**config.mk**
```make
export PLATFORM = sky130hd
export DESIGN_NAME = if1_fetch_queue
export DESIGN_NICKNAME = d
export VERILOG_FILES = /design/src/rtl/if1_fetch_queue.sv
export SDC_FILE = /design/constraint.sdc
export NUM_CORES = 1
export LEC_CHECK = 0
export CORE_MARGIN = 3
export CORE_UTILIZATION = 55
export DETAILED_ROUTE_END_ITERATION = 10
export PLACE_DENSITY = 0.76
export SKIP_CTS_REPAIR_TIMING = 1
export SYNTH_ARGS = -nofsm -noshare
export SYNTH_HDL_FRONTEND = slang
export SYNTH_SLANG_ARGS = --single-unit
```
**constraint.sdc**
```tcl
create_clock -name clk -period 7 [get_ports clk]
set_clock_uncertainty 0.2 [all_clocks]
set_input_delay 0.7 -clock clk [delete_from_list [all_inputs] [get_ports clk]]
set_output_delay 0.7 -clock clk [all_outputs]
set_load 0.05 [all_outputs]
```
**src/rtl/if1_fetch_queue.sv**
```systemverilog
// IF1 -> decode fetch-packet queue: circular buffer of DEPTH normalised packets.
// Define IF1_FIFO_BYPASS_EN to let a packet pass straight through an empty queue.
module if1_fetch_queue #(
   parameter int          FETCH_WIDTH = 2,
   parameter int          DEPTH       = 4,
   parameter logic [31:0] PC_RESET    = 32'h1c000000,
   parameter logic [31:0] INST_NOP    = 32'h03400000
) (
   input  logic                        clk,
   input  logic                        rstn,
   input  logic                        flush,
   input  logic                        stall,
   input  logic                        in_valid,
   output logic                        in_ready,
   input  logic [31:0]                 in_pc,
   input  logic [32*FETCH_WIDTH-1:0]   in_inst,
   input  logic [FETCH_WIDTH-1:0]      in_mask,
   input  logic [6:0]                  in_excp,
   input  logic [31:0]                 in_badv,
   output logic                        out_valid,
   input  logic                        out_ready,
   output logic [31:0]                 out_pc,
   output logic [32*FETCH_WIDTH-1:0]   out_inst,
   output logic [FETCH_WIDTH-1:0]      out_mask,
   output logic [6:0]                  out_excp,
   output logic [31:0]                 out_badv,
   output logic [$clog2(DEPTH):0]      count,
   output logic                        full,
   output logic                        empty
);

   localparam int AW = $clog2(DEPTH);
   localparam int CW = AW + 1;

   logic [AW-1:0]               wr_ptr, rd_ptr;
   logic [CW-1:0]               cnt;
   logic                        push, pop, bypass;
   logic [32*FETCH_WIDTH-1:0]   norm_inst;
   logic [FETCH_WIDTH-1:0]      norm_mask;
   logic [31:0]                 norm_badv;

   logic [31:0]                 pc_mem   [DEPTH];
   logic [32*FETCH_WIDTH-1:0]   inst_mem [DEPTH];
   logic [FETCH_WIDTH-1:0]      mask_mem [DEPTH];
   logic [6:0]                  excp_mem [DEPTH];
   logic [31:0]                 badv_mem [DEPTH];

   // Exception packets carry no usable instructions: only slot 0 stays valid, all NOPs.
   always_comb begin
      norm_inst = '0;
      for (int i = 0; i < FETCH_WIDTH; i++) begin
         norm_inst[i*32 +: 32] = (in_excp == 7'd0 && in_mask[i]) ? in_inst[i*32 +: 32] : INST_NOP;
      end
      norm_mask = (in_excp != 7'd0) ? FETCH_WIDTH'(1) : in_mask;
      norm_badv = (in_excp != 7'd0) ? in_badv : 32'h0;
   end

   assign full     = (cnt == CW'(DEPTH));
   assign empty    = (cnt == '0);
   assign count    = cnt;
   assign in_ready = !full && !stall && !flush;

`ifdef IF1_FIFO_BYPASS_EN
   assign bypass = empty && in_valid && !stall && !flush && out_ready;
`else
   assign bypass = 1'b0;
`endif

   assign push = in_valid && in_ready && !bypass;
   assign pop  = !empty && out_ready;

   always_ff @(posedge clk or negedge rstn) begin
      if (!rstn) begin
         wr_ptr <= '0;
         rd_ptr <= '0;
         cnt    <= '0;
      end else if (flush) begin
         wr_ptr <= '0;
         rd_ptr <= '0;
         cnt    <= '0;
      end else begin
         if (push) wr_ptr <= wr_ptr + 1'b1;
         if (pop)  rd_ptr <= rd_ptr + 1'b1;
         if (push && !pop)      cnt <= cnt + 1'b1;
         else if (pop && !push) cnt <= cnt - 1'b1;
      end
   end

   always_ff @(posedge clk) begin
      if (push) begin
         pc_mem[wr_ptr]   <= in_pc;
         inst_mem[wr_ptr] <= norm_inst;
         mask_mem[wr_ptr] <= norm_mask;
         excp_mem[wr_ptr] <= in_excp;
         badv_mem[wr_ptr] <= norm_badv;
      end
   end

   // Idle output shows reset values so decode never sees stale entries.
   always_comb begin
      out_valid = 1'b0;
      out_pc    = PC_RESET;
      out_inst  = {FETCH_WIDTH{INST_NOP}};
      out_mask  = '0;
      out_excp  = '0;
      out_badv  = '0;
      if (!empty) begin
         out_valid = 1'b1;
         out_pc    = pc_mem[rd_ptr];
         out_inst  = inst_mem[rd_ptr];
         out_mask  = mask_mem[rd_ptr];
         out_excp  = excp_mem[rd_ptr];
         out_badv  = badv_mem[rd_ptr];
      end else if (bypass) begin
         out_valid = 1'b1;
         out_pc    = in_pc;
         out_inst  = norm_inst;
         out_mask  = norm_mask;
         out_excp  = in_excp;
         out_badv  = norm_badv;
      end
   end

   always @(posedge clk) begin
      if (rstn && !flush) begin
         assert (!(push && full));
         assert (!(pop && empty));
      end
   end

endmodule

```
==> impl_metrics.py, run 1 <==
metrics = {
    "grt": {
        "antenna_found_initial": 4,
        "grt_usage_pct": 21.8,
        "grt_pass1_wl_mm": 68.5,
        "grt_max_degree": 94,
        "grt_pass1_vias": 11400,
        "grt_overflow": 0,
    },
    "finish": {
        "nNetsFinal": 1481,
        "drive_gt1_share_pct": 17.6,
        "fill_cells": 2500,
        "flow.area_growth_from_synthesis_pct": 23.0,
        "final_area_mm2": 0.0269,
    },
    "logic_synthesis": {
        "ys_warn_count": 0,
        "ys_seq_area_share_pct": 76.2,
        "synthCells": 1038,
        "synth_flop_cell": "edfxtp_1",
        "synth_area_per_cell_um2": 21.0,
        "synth-seq-cells": 555,
        "synth_nets": 1186,
        "synth_cell_types": 34,
        "syn_area_mm2": 0.0218,
        "async_flop_share_pct": 1.26,
        "synth_edf_count": 548,
    },
    "worst_setup_path": {
        "cpPeakStageDelay_ns": 0.92,
        "crit_arrival_ns": 3.63,
        "r2r_slack_ns": 3.11,
        "cp_cell_sequence": "buf_4 > mux4_2 > or2_2 > clkdlybuf4s50_1",
        "crit_path_top_delay_cell": "dfrtp_4",
        "crit_path_end_kind": "output port",
        "reg2reg_to": "count[2]",
        "rr_worst_depth": 8,
        "critPathRequiredTime_ns": 6.10,
        "critPathLaunchType": "flip-flop",
        "r2r_start": "count[0]",
        "cp_max_fo": 39,
        "path_class": "flip-flop to output port",
    },
    "clocking": {
        "cts_made_buffers": 53,
        "clk_pin_slew_ns": 0.06,
        "clk_latency_ns": 0.57,
        "htree_levels": 2,
        "cts_num_sinks": 555,
        "cts_max_path_buffers": 3,
        "cts_tree": "yes",
        "cts_root_buf": "clkbuf_16",
    },
    "die": {
        "core_region_area_mm2": 0.0389,
        "start_util_pct": 56.1,
        "rows": 72,
        "die_w_um": 205,
        "die-area_mm2": 0.0421,
        "ios": 287,
        "die_h_um": 205,
    },
    "timing": {
        "final_hold_viol_count": 0,
        "fmax_mhz": 221,
        "fin_crit_sh_pct": 64.7,
        "worst_slew_pin_slew_ns": 1.02,
        "slew-limit-headroom_pct": 32.1,
        "rsz0062_at_grt": "false",
        "min_period_ns": 4.53,
        "tns_ns": 0,
        "setup_violations": 0,
        "slew_viol_final": 0,
    },
    "place": {
        "portBuffers": 286,
        "place_area_mm2": 0.0253,
        "post-dp-hpwl_mm": 26.3,
        "place.gp.congestion": 0.722,
    },
    "job": {
        "cap_violations": 0,
    },
    "pwr": {
        "vdd_drop_max_v": 0.000327,
        "power_density_mw_per_mm2": 410,
        "power_leakage_nw": 8.37,
    },
    "status": {
        "outcome": "finished, final reports clean",
    },
    "routing": {
        "via_per_inst": 5.76,
        "firstDrtPassIters": 5,
        "ant_nets": 0,
        "drt_iter0_markers": 742,
        "routed_wl_mm": 45.1,
        "vias": 10900,
        "post_drt_wl_per_cell_um": 23.9,
        "drcViolationCount": 0,
    },
    "worst_hold_path": {
        "hold_class": "input pin to async pin",
    },
}
## how the worst max path moves through the flow
| stage | from | endpoint | slack (ns) | cells past startpoint |
|---|---|---|---|---|
| 2_1_floorplan | count[0] | badv_mem[0][0] | 1.65 | 3 |
| 4_1_cts | rd_ptr[0] | out_pc[28] | 2.30 | 4 |
| 6_report | rd_ptr[0] | out_pc[28] | 2.47 | 4 |
| 5_1_grt | rd_ptr[0] | out_pc[28] | 2.20 | 4 |
| 3_5_place_dp | flush | badv_mem[3][20] | 2.65 | 4 |
| 3_3_place_gp | flush | badv_mem[3][9] | 2.71 | 4 |
## cell usage after synthesis, drive strengths merged, types with 3 or more instances
library cell	instances	area, um2
nor2b	33	206
dfrtp	7	175
edfxtp	548	16500
inv	5	18.8
nor2	7	26.3
buf	34	170
or2	12	75.1
and3	58	363
mux2	3	33.8
clkbuf	30	113
mux4	137	3090
ha	4	50.1
nand2	4	15.0
and2	133	832
nand2b	4	25.0
## per-stage QoR
stage               std cells  total power [mW]  util [%]  setup slack [ns]  hold WS (ns)
floorplan                1038              6.96         -              1.65         0.204
global placement         1796              8.47      64.9              2.71         0.345
detailed placement       1796              8.49      64.9              2.65         0.350
CTS                      1888              11.1      69.0              2.30         0.182
global route             1889              11.4      69.0              2.20         0.206
finish                   1890              11.0      69.0              2.47         0.210
## layer usage
metal / vias to the layer above / part of all wire [%] / global-route usage (%)
met2: 377 / 50 / 35.4
met5: - / 0.075 / 0
met1: 5663 / 40 / 30.0
li1: 4760 / - / -
met4: 6 / 2.5 / 6.08
met3: 81 / 7.4 / 5.20
## sequential cells by signal (all words and copies together) (netlist names)
name	flops
mask_mem	8
rd_ptr	2
excp_mem	28
badv_mem	128
wr_ptr	2
inst_mem	256
pc_mem	128
count	3
## cells by family after synthesis
| logic type | after synthesis | synth area share, % |
|---|---|---|
| adders and majority gates | 5 | 0.321 |
| xor gates and xnor gates | 3 | 0.155 |
| DFF | 555 | 76.2 |
| and+or+nand+nor | 261 | 7.53 |
| buffers and inverters | 69 | 1.38 |
| muxes | 140 | 14.3 |
| AOI/OAI and AO/OA | 5 | 0.178 |
## worst max-delay path: cells and delay by family (launching register included)
kind | cells | cell delay, ns
buffers and inverters | 2 | 1.22
DFF | 1 | 0.92
muxes | 1 | 0.60
and+or+nand+nor | 1 | 0.30
## cell usage in the layout (no fill, tap or decap), drive strengths merged, types with 5 or more instances in the layout
| master | netlist | layout |
|---|---|---|
| clkinv | 0 | 21 |
| clkdlybuf4s50 | 0 | 286 |
| edfxtp | 548 | 548 |
| inv | 5 | 5 |
| dfrtp | 7 | 7 |
| and3 | 58 | 58 |
| buf | 34 | 18 |
| nor2b | 33 | 33 |
| and2 | 133 | 133 |
| clkbuf | 30 | 66 |
| or2 | 12 | 12 |
| nor2 | 7 | 7 |
| mux4 | 137 | 137 |
## report_power, final
group          leakage, nW  internal (mW)  switching (mW)  total (mW)
Clock                0.770           1.52            1.12        2.65
Sequential            4.76           3.72           0.103        3.83
Combinational         2.84           1.64            2.90        4.54
Total                 8.37           6.89            4.12        11.0
## final cells by class
type / count / area, um2 / share of cell area [%]
antenna: 2 / 5.00 / 0.0186
clock buffer: 66 / 1380 / 5.12
clock inverter: 26 / 213 / 0.792
inverter: 5 / 18.8 / 0.0699
multi-input combinational: 414 / 4920 / 18.3
sequential: 555 / 16600 / 62.0
tap: 518 / 648 / 2.41
timing repair buffer: 304 / 3040 / 11.3
Note: power is estimated with default switching activity, not from simulation.
==> run 2: changes to the inputs <==
CORE_UTILIZATION = 50   (was 55)
PLACE_DENSITY = 0.72   (was 0.76)
clock period = 3.8 ns   (was 7 ns; I/O delays follow)
==> run 2 against run 1 <==
  * Critical path type unchanged
  * Sequential share of layout area shrank 1.2 points
  * Hold slack gained 0.036 ns
  * Final area grew 2.0%
  * Worst setup slack lost 2.2 ns
  * Non-clock buffer count grew 20
  * Sequential power grew 81%
  * First-iteration DRC count shrank 6.7%
  * Highest routed layer unchanged
  * Total power grew 88%
  * Wire length grew 2.3%
  * Count of clock-buffer cells in the layout shrank 1
  * Critical path depth is the same
==> impl_metrics.py, run 2 (same netlist as run 1, synthesis figures left out) <==
metrics = {
    "die": {
        "die-area_mm2": 0.0462,
        "die_h_um": 215,
        "core_region_area_mm2": 0.0425,
        "ios": 287,
        "die_w_um": 215,
        "start_util_pct": 51.4,
        "rows": 75,
    },
    "job": {
        "cap_violations": 0,
    },
    "timing": {
        "fmax_mhz": 280,
        "final_hold_viol_count": 0,
        "worst_slew_pin_slew_ns": 0.809,
        "fin_crit_sh_pct": 94.0,
        "setup_violations": 0,
        "tns_ns": 0,
        "slew_viol_final": 0,
        "min_period_ns": 3.57,
        "rsz0062_at_grt": "false",
        "slew-limit-headroom_pct": 45.9,
    },
    "finish": {
        "flow.area_growth_from_synthesis_pct": 25.4,
        "largest_register_ffs": 256,
        "fill_cells": 2897,
        "top_regs": "inst_mem: 256 flops, badv_mem: 128 flops, pc_mem: 128 flops",
        "nNetsFinal": 1502,
        "mostFrequentLayoutCells": "548 x edfxtp_1, 279 x clkdlybuf4s50_1, 137 x mux4_2",
        "drive_gt1_share_pct": 20.1,
        "registers.top_by_ff_count": "inst_mem",
        "post-route-util_pct": 64.4,
        "mostFrequentLayoutCell": "edfxtp_1",
    },
    "routing": {
        "post_drt_wl_per_cell_um": 23.3,
        "vias": 10900,
        "via_per_inst": 5.50,
        "firstDrtPassIters": 4,
        "drcViolationCount": 0,
        "drt_iter0_markers": 692,
        "ant_nets": 0,
        "routed_wl_mm": 46.1,
    },
    "worst_setup_path": {
        "crit_path_end_kind": "output port",
        "cpPeakStageDelay_ns": 0.75,
        "crit_path_top_delay_cell": "clkdlybuf4s50_1",
        "cp_top_family": "buffers and inverters",
        "cp_cell_sequence": "buf_12 > mux4_2 > and2_1 > clkdlybuf4s50_1",
        "cp_max_fo": 43,
        "path_class": "flip-flop to output port",
        "critPathRequiredTime_ns": 3.22,
        "worst-path-buf-inv": 2,
        "crit_arrival_ns": 2.99,
        "critPathLaunchType": "flip-flop",
    },
    "place": {
        "place.gp.congestion": 0.740,
        "post-dp-hpwl_mm": 28.4,
        "portBuffers": 286,
    },
    "clocking": {
        "cts_num_sinks": 555,
        "clk_pin_slew_ns": 0.06,
        "clk_latency_ns": 0.58,
        "cts_tree": "yes",
        "cts_made_buffers": 54,
        "htree_levels": 2,
        "cts_max_path_buffers": 3,
        "cts_root_buf": "clkbuf_16",
    },
    "grt": {
        "grt_overflow": 0,
        "grt_pass1_wl_mm": 70.6,
        "grt_pass1_vias": 11600,
        "grt_max_degree": 79,
        "grt_usage_pct": 20.1,
        "antenna_found_initial": 5,
    },
    "pwr": {
        "vdd_drop_max_v": 0.000633,
        "power_leakage_nw": 8.61,
        "power_density_mw_per_mm2": 755,
        "totalPowerFinal_mw": 20.7,
    },
    "worst_hold_path": {
        "hold_class": "input pin to flip-flop",
    },
    "status": {
        "outcome": "finished, final reports clean",
    },
}
==> run 2: layer usage <==
metal  track usage [%]  vias up  wire length, um
met5                 0        -               48
met4              5.27        6             1010
met3              5.11       66             3130
met2              32.6      316            22600
met1              27.6     5671            19400
li1                  -     4812                -
==> run 2: metrics by stage <==
step | setup slack, ns | hold WS (ns) | cell area (um2) | cells
finish | 0.226 | 0.246 | 27400 | 1978
global route | 0.0550 | 0.232 | 27400 | 1978
floorplan | -0.0513 | -0.116 | 21800 | 1038
global placement | 0.649 | 0.336 | 25700 | 1874
detailed placement | 0.635 | 0.336 | 25700 | 1874
CTS | 0.148 | -0.165 | 27400 | 1975
==> run 2: final timing paths <==
check	endpoint	depth (start not counted)	slack, ns	startpoint
max reg2reg	count[2]	8	0.79	count[2]
min in group asynchronous	count[0]	2	0.43	rstn
min	pc_mem[0][9]	1	0.25	in_pc[9]
max in group asynchronous	rd_ptr[1]	2	2.69	rstn
min reg2reg	wr_ptr[0]	1	0.36	wr_ptr[0]
max	out_excp[3]	4	0.23	rd_ptr[0]
==> run 2: power breakdown <==
part / switching, mW / internal [mW] / leakage, nW
Sequential: 0.0896 / 6.86 / 4.76
Clock: 2.16 / 2.99 / 0.852
Combinational: 5.48 / 3.10 / 3.00
==> run 2: layout make-up <==
cell class / instances / area (um2) / share of cell area, %
clock buffer: 65 / 1410 / 5.16
tap: 577 / 722 / 2.64
antenna: 2 / 5.00 / 0.0183
clock inverter: 36 / 305 / 1.11
timing repair buffer: 324 / 3370 / 12.3
multi-input combinational: 414 / 4920 / 18.0
inverter: 5 / 18.8 / 0.0685
sequential: 555 / 16600 / 60.7
==> run 2: worst register-to-register path: stages, from the launching register on <==
cell	delay, ns
dfrtp_1	0.44
nor3b_4	0.31
or4b_1	0.31
a21oi_1	0.09
fa_1	0.41
or4b_1	0.47
a211oi_1	0.28
a41oi_2	0.07
mux2_1	0.33
